### src/rtl/regblock_seq_if.sv
// Bundles every signal between the instruction sequencer, its instruction source,
// the ALU and the register block. master = sequencer side, slave = environment side.
interface regblock_seq_if #(
    parameter int RWIDTH = 6,
    parameter int DWIDTH = 32,
    parameter int IMM_IN = 15,
    parameter int CNT_W  = 16
);

    // instruction handshake
    logic              instr_valid;
    logic              instr_ready;
    logic [31:0]       instr;

    // ALU control
    logic              alu_start;
    logic [3:0]        alu_fn;
    logic              alu_done;
    logic [DWIDTH-1:0] alu_result;

    // register block control
    logic [RWIDTH-1:0] rs;
    logic [RWIDTH-1:0] rt;
    logic [RWIDTH-1:0] rd;
    logic [DWIDTH-1:0] wd;
    logic              we;
    logic              mux_sel;
    logic [IMM_IN-1:0] imm_in;

    // status
    logic              done;
    logic              busy;
    logic [CNT_W-1:0]  retired;

    modport master (
        input  instr_valid, instr, alu_done, alu_result,
        output instr_ready, alu_start, alu_fn, rs, rt, rd, wd, we,
               mux_sel, imm_in, done, busy, retired
    );

    modport slave (
        output instr_valid, instr, alu_done, alu_result,
        input  instr_ready, alu_start, alu_fn, rs, rt, rd, wd, we,
               mux_sel, imm_in, done, busy, retired
    );

endinterface

### src/rtl/regblock_seq.sv
// Multi-cycle sequencer: accepts one instruction, starts the ALU, waits for its result
// and commits it through the register file. Option: REGBLOCK_SEQ_R0_PROTECT_EN.
module regblock_seq #(
    parameter int RWIDTH = 6,
    parameter int DWIDTH = 32,
    parameter int IMM_IN = 15,
    parameter int CNT_W  = 16
) (
    input  logic           clk,
    input  logic           rst_n,
    regblock_seq_if.master bus
);

`ifdef REGBLOCK_SEQ_R0_PROTECT_EN
    localparam bit R0_PROTECT = 1'b1;
`else
    localparam bit R0_PROTECT = 1'b0;
`endif

    typedef enum logic [1:0] {
        CLS_R   = 2'b00,
        CLS_I   = 2'b01,
        CLS_NOP = 2'b10,
        CLS_NWB = 2'b11
    } cls_e;

    typedef enum logic [2:0] {
        ST_IDLE,
        ST_ISSUE,
        ST_WAIT,
        ST_WB,
        ST_DONE
    } state_e;

    state_e            state;
    logic [31:0]       instr_q;
    logic [DWIDTH-1:0] wd_q;
    logic [CNT_W-1:0]  retired_q;
    logic              ready_q;
    logic              start_q;
    logic              we_q;
    logic              done_q;
    logic              busy_q;

    cls_e              cls;
    logic              uses_rt;
    logic              rd_is_r0;

    assign cls      = cls_e'(instr_q[31:30]);
    assign uses_rt  = (cls == CLS_R) || (cls == CLS_NWB);
    assign rd_is_r0 = (instr_q[29:24] == 6'd0);

    // Decoded fields come straight from the latched word, so they stay stable
    // from ISSUE until the sequencer returns to IDLE.
    assign bus.rd      = instr_q[29:24];
    assign bus.rs      = instr_q[23:18];
    assign bus.rt      = uses_rt ? instr_q[17:12] : '0;
    assign bus.imm_in  = instr_q[17:3];
    assign bus.mux_sel = (cls == CLS_I);
    assign bus.alu_fn  = uses_rt ? instr_q[3:0] : 4'h0;

    assign bus.instr_ready = ready_q;
    assign bus.alu_start   = start_q;
    assign bus.we          = we_q;
    assign bus.done        = done_q;
    assign bus.busy        = busy_q;
    assign bus.wd          = wd_q;
    assign bus.retired     = retired_q;

    // NOTE: all state and registered outputs use non-blocking assignments so every
    // flop samples the pre-edge values; the asynchronous reset clears them at once.
    always_ff @(posedge clk or negedge rst_n) begin
        if (!rst_n) begin
            state     <= ST_IDLE;
            instr_q   <= '0;
            wd_q      <= '0;
            retired_q <= '0;
            ready_q   <= 1'b1;
            start_q   <= 1'b0;
            we_q      <= 1'b0;
            done_q    <= 1'b0;
            busy_q    <= 1'b0;
        end else begin
            start_q <= 1'b0;
            we_q    <= 1'b0;
            done_q  <= 1'b0;

            case (state)
                ST_IDLE: begin
                    if (bus.instr_valid) begin
                        instr_q <= bus.instr;
                        ready_q <= 1'b0;
                        busy_q  <= 1'b1;
                        if (cls_e'(bus.instr[31:30]) == CLS_NOP) begin
                            state     <= ST_DONE;
                            done_q    <= 1'b1;
                            retired_q <= retired_q + CNT_W'(1);
                        end else begin
                            state   <= ST_ISSUE;
                            start_q <= 1'b1;
                        end
                    end
                end

                ST_ISSUE: begin
                    state <= ST_WAIT;
                end

                ST_WAIT: begin
                    if (bus.alu_done) begin
                        wd_q      <= bus.alu_result;
                        done_q    <= 1'b1;
                        retired_q <= retired_q + CNT_W'(1);
                        // A protected write to register 0 completes without a write pulse.
                        if ((cls == CLS_NWB) || (R0_PROTECT && rd_is_r0)) begin
                            state <= ST_DONE;
                        end else begin
                            state <= ST_WB;
                            we_q  <= 1'b1;
                        end
                    end
                end

                ST_WB, ST_DONE: begin
                    state   <= ST_IDLE;
                    ready_q <= 1'b1;
                    busy_q  <= 1'b0;
                end

                default: begin
                    state   <= ST_IDLE;
                    ready_q <= 1'b1;
                    busy_q  <= 1'b0;
                end
            endcase
        end
    end

endmodule
### src/flat_wrapper.sv
// flat-port wrapper written by rule: the top's interface ports become plain ports
module regblock_seq_flat 
#(
    parameter int RWIDTH = 6,
    parameter int DWIDTH = 32,
    parameter int IMM_IN = 15,
    parameter int CNT_W  = 16
)
  (clk, rst_n, bus_instr_valid, bus_instr, bus_alu_done, bus_alu_result, bus_instr_ready, bus_alu_start, bus_alu_fn, bus_rs, bus_rt, bus_rd, bus_wd, bus_we, bus_mux_sel, bus_imm_in, bus_done, bus_busy, bus_retired);
  regblock_seq_if #(.RWIDTH(RWIDTH), .DWIDTH(DWIDTH), .IMM_IN(IMM_IN), .CNT_W(CNT_W)) bus_i ();
  input  logic clk;
  input  logic rst_n;
  input wire logic [$bits(bus_i.instr_valid)-1:0] bus_instr_valid;
  input wire logic [$bits(bus_i.instr)-1:0] bus_instr;
  input wire logic [$bits(bus_i.alu_done)-1:0] bus_alu_done;
  input wire logic [$bits(bus_i.alu_result)-1:0] bus_alu_result;
  output wire logic [$bits(bus_i.instr_ready)-1:0] bus_instr_ready;
  output wire logic [$bits(bus_i.alu_start)-1:0] bus_alu_start;
  output wire logic [$bits(bus_i.alu_fn)-1:0] bus_alu_fn;
  output wire logic [$bits(bus_i.rs)-1:0] bus_rs;
  output wire logic [$bits(bus_i.rt)-1:0] bus_rt;
  output wire logic [$bits(bus_i.rd)-1:0] bus_rd;
  output wire logic [$bits(bus_i.wd)-1:0] bus_wd;
  output wire logic [$bits(bus_i.we)-1:0] bus_we;
  output wire logic [$bits(bus_i.mux_sel)-1:0] bus_mux_sel;
  output wire logic [$bits(bus_i.imm_in)-1:0] bus_imm_in;
  output wire logic [$bits(bus_i.done)-1:0] bus_done;
  output wire logic [$bits(bus_i.busy)-1:0] bus_busy;
  output wire logic [$bits(bus_i.retired)-1:0] bus_retired;
  assign bus_i.instr_valid = bus_instr_valid;
  assign bus_i.instr = bus_instr;
  assign bus_i.alu_done = bus_alu_done;
  assign bus_i.alu_result = bus_alu_result;
  assign bus_instr_ready = bus_i.instr_ready;
  assign bus_alu_start = bus_i.alu_start;
  assign bus_alu_fn = bus_i.alu_fn;
  assign bus_rs = bus_i.rs;
  assign bus_rt = bus_i.rt;
  assign bus_rd = bus_i.rd;
  assign bus_wd = bus_i.wd;
  assign bus_we = bus_i.we;
  assign bus_mux_sel = bus_i.mux_sel;
  assign bus_imm_in = bus_i.imm_in;
  assign bus_done = bus_i.done;
  assign bus_busy = bus_i.busy;
  assign bus_retired = bus_i.retired;
  regblock_seq #(.RWIDTH(RWIDTH), .DWIDTH(DWIDTH), .IMM_IN(IMM_IN), .CNT_W(CNT_W)) u_core (.clk(clk), .rst_n(rst_n), .bus(bus_i));
endmodule
### config.mk
export PLATFORM = sky130hd
export DESIGN_NAME = regblock_seq_flat
export DESIGN_NICKNAME = d
export VERILOG_FILES = /design/src/rtl/regblock_seq_if.sv /design/src/rtl/regblock_seq.sv /design/src/flat_wrapper.sv
export SDC_FILE = /design/constraint.sdc
export NUM_CORES = 1
export LEC_CHECK = 0
export ABC_AREA = 0
export CAP_MARGIN = 40
export CORE_UTILIZATION = 43
export CTS_CLUSTER_DIAMETER = 100
export CTS_CLUSTER_SIZE = 16
export DETAILED_ROUTE_END_ITERATION = 7
export MAX_ROUTING_LAYER = met4
export PLACE_DENSITY = 0.81
export SLEW_MARGIN = 0
export SYNTH_ARGS = -nofsm -noshare
export SYNTH_HDL_FRONTEND = slang
export SYNTH_SLANG_ARGS = --single-unit
### constraint.sdc
create_clock -name clk -period 2.1 [get_ports clk]
set_clock_uncertainty 0.05 [all_clocks]
set_input_delay 0.42 -clock clk [delete_from_list [all_inputs] [get_ports clk]]
set_output_delay 0.42 -clock clk [all_outputs]
set_load 0.05 [all_outputs]
==> metrics.txt <==
CP max stage delay 0.84 ns; fill count 636; htree depth 3; reg2reg end u_core.bus.retired[9]$_DFFE_PN0P_; post-synthesis adder-cell area fraction 0.989%; worst slew pin tran 0.556 ns; slowest cell on the critical path clkdlybuf4s50_1; Cell Chain, Critical Path clkdlybuf4s50_1; asr flop ratio synth 100%; diodes inserted 0; CTS buffer count 9; Max Freq 489 MHz; Num Clock Sinks 88; Iter 0 DRT Violations 74; Slew headroom 62.9%; Final ANT Viol Nets 0; Initial Utilization 45.3%; Hold Path Class in2async; crit path to bus_retired[1]; Setup crit end kind output pin; area delta synth->final 49.4%; Final setup viols 0; TritonCTS clock tree yes; Die Y 95.9 µm; Setup crit start u_core.bus.retired[1]$_DFFE_PN0P_; WHS -0.00177 ns; largest family of logic cells by synthesized area multiplexers; post-DR vias/cell 4.89; Nets 483; most common cell after layout, fill and taps aside clkdlybuf4s50_1; Syn Area/Cell 14.1 µm²; Post-Synth XOR/XNOR Area 3.46%; post-DR wirelength/cell 15.6 µm; Final GP Congestion 0.726; RR Startpoint u_core.bus.retired[2]$_DFFE_PN0P_; Worst Reg-to-Reg Cells 4; most frequent cells in the layout clkdlybuf4s50_1, dfrtp_1, mux2_2, buf_4, buf_12; Max Root-Sink Buffers 2; Clock Latency Late Sink 0.34 ns; failing checks negative hold slack; Synth Warn # 0; Compound-Gate Fraction of Synth Area 3.17%; grt ovf 0; Synth Instances 269; antenna violations before repair 0; Startpoint Class register; post-CTS setup buffers 0; Total Die Area 0.00921 mm²; flop2flop setup slack 0.27 ns; unrepaired setup endpoints after global routing no; core area 0.00838 mm²; sequential area share after synthesis 58.1%; PortBufs 158; via count 2550; simple-gate share of the synthesized area 7.81%; FF/Latch Area 0.00220 mm²; CP Max Fanout 4; number of synthesized flops with an enable pin 0; WP data required 1.63 ns; Yosys cell types 33; flops & latches, synth 88; first-pass GRT wire length 12.8 mm; DRC 0; cell family with most CP delay buffers and inverters; post-layout minimum cycle time 2.04 ns; Top FF cell, synth dfrtp_1; outcome finished, violations left; number of max-cap violations 0; I/O pin count 159; DP HPWL 6.17 mm; mux cell area share after synthesis 19.0%; clock tree root driver cell clkbuf_8; crit share post-route 97.3%; syn_nets 340; final hold violation count 2; Worst-path clk slew 0.09 ns; vias in the first global route 2633; worst path buffer plus inverter count 1; WP depth 1; total wire length 8.15 mm; Cell Area, Synth 0.00379 mm²; layout cells sized above 1 28.3%; largest net degree at the start of global routing 43; multi-input logic area 0.00131 mm²; global-route usage over all layers 19.2%; Rows 33; TritonRoute pass-1 iters 4; fin. max-slew vios 0; WP data arrival 1.57 ns; Util after Layout 67.7%; Die X 95.9 µm; WS Path Type reg2out
-- how the worst min path moves through the flow --
stage / from / to / slack, ns
2_1_floorplan: rst_n / u_core.bus.alu_start$_DFF_PN0_ / 0.07
3_3_place_gp: rst_n / u_core.instr_q[18]$_DFFE_PN0P_ / 0.39
3_5_place_dp: rst_n / u_core.instr_q[19]$_DFFE_PN0P_ / 0.40
4_1_cts: rst_n / u_core.instr_q[19]$_DFFE_PN0P_ / 0.008
5_1_grt: rst_n / u_core.instr_q[18]$_DFFE_PN0P_ / 0.03
6_report: rst_n / u_core.instr_q[19]$_DFFE_PN0P_ / -0.002
-- worst register-to-register path, delay by kind of cell (launching register included) --
family / cells / cell delay, ns
xor+xnor: 1 / 0.16
compound gates: 1 / 0.47
flops: 1 / 0.44
simple gates: 2 / 0.61
-- kinds of logic (layout without fill, tap and decap cells) --
group,count (synthesis),count (layout)
AO/OA/AOI/OAI,12,12
multiplexers,64,64
adder cells (fa/ha/maj),3,3
XOR/XNOR,15,15
buffers and inverters,41,189
AND/OR/NAND/NOR,46,46
flip-flops,88,88
-- sequential cells by signal, summed over array words and instances, names as in the netlist --
signal,count
u_core.state,3
u_core.bus.we,1
u_core.bus.wd,32
u_core.bus.retired,16
u_core.bus.busy,1
u_core.instr_q,32
u_core.bus.alu_start,1
u_core.bus.instr_ready,1
u_core.bus.done,1
-- through the flow --
step / cells / setup WS, ns / instance area (µm²) / setup TNS (ns)
4_1_cts: 522 / 0.0123 / 5660 / 0
3_5_place_dp: 506 / -0.143 / 5440 / -0.746
3_3_place_gp: 506 / -0.0909 / 5440 / -0.415
6_report: 522 / 0.0563 / 5670 / 0
2_1_floorplan: 269 / 0.0806 / 3790 / 0
5_1_grt: 522 / 0.00376 / 5670 / 0
-- final cells by class --
cell class	count	area share, %
clock inverters	7	1.68
inverters	4	0.265
flip-flops and latches	88	38.9
multi-input cells	140	23.1
well taps	105	2.32
repair buffers	169	31.6
clock buffers	9	2.18
-- routing by layer --
layer	track usage, %	part of all wire [%]
met3	4.27	7.8
met2	32.9	51
met4	5.97	1.2
met1	22.4	40
met5	-	0
-- cells in the mapped netlist (2+ instances only) --
master,number,share of area [%]
inv_1,4,0.40
buf_6,3,0.89
nor3_1,2,0.26
and2_1,12,2.0
a211oi_1,2,0.40
and3_1,2,0.33
nand3_1,5,0.66
nand2_1,9,0.89
nor2b_1,2,0.33
xnor2_1,10,2.3
buf_2,6,0.79
nor2_1,5,0.49
nand4_1,3,0.49
dfrtp_1,87,57
buf_4,27,5.3
mux2_2,64,19
ha_1,3,0.99
a21oi_1,3,0.40
xor2_1,5,1.2
a2111oi_4,2,1.5
-- repair_timing --
item | CTS | global route
setup endpoints to repair | 1 | 6
hold buffers | 0 | 0
resized for setup | 1 | 6
Power is not shown: default switching activity piles up to over one toggle a cycle in this logic, so the estimate is an artifact.
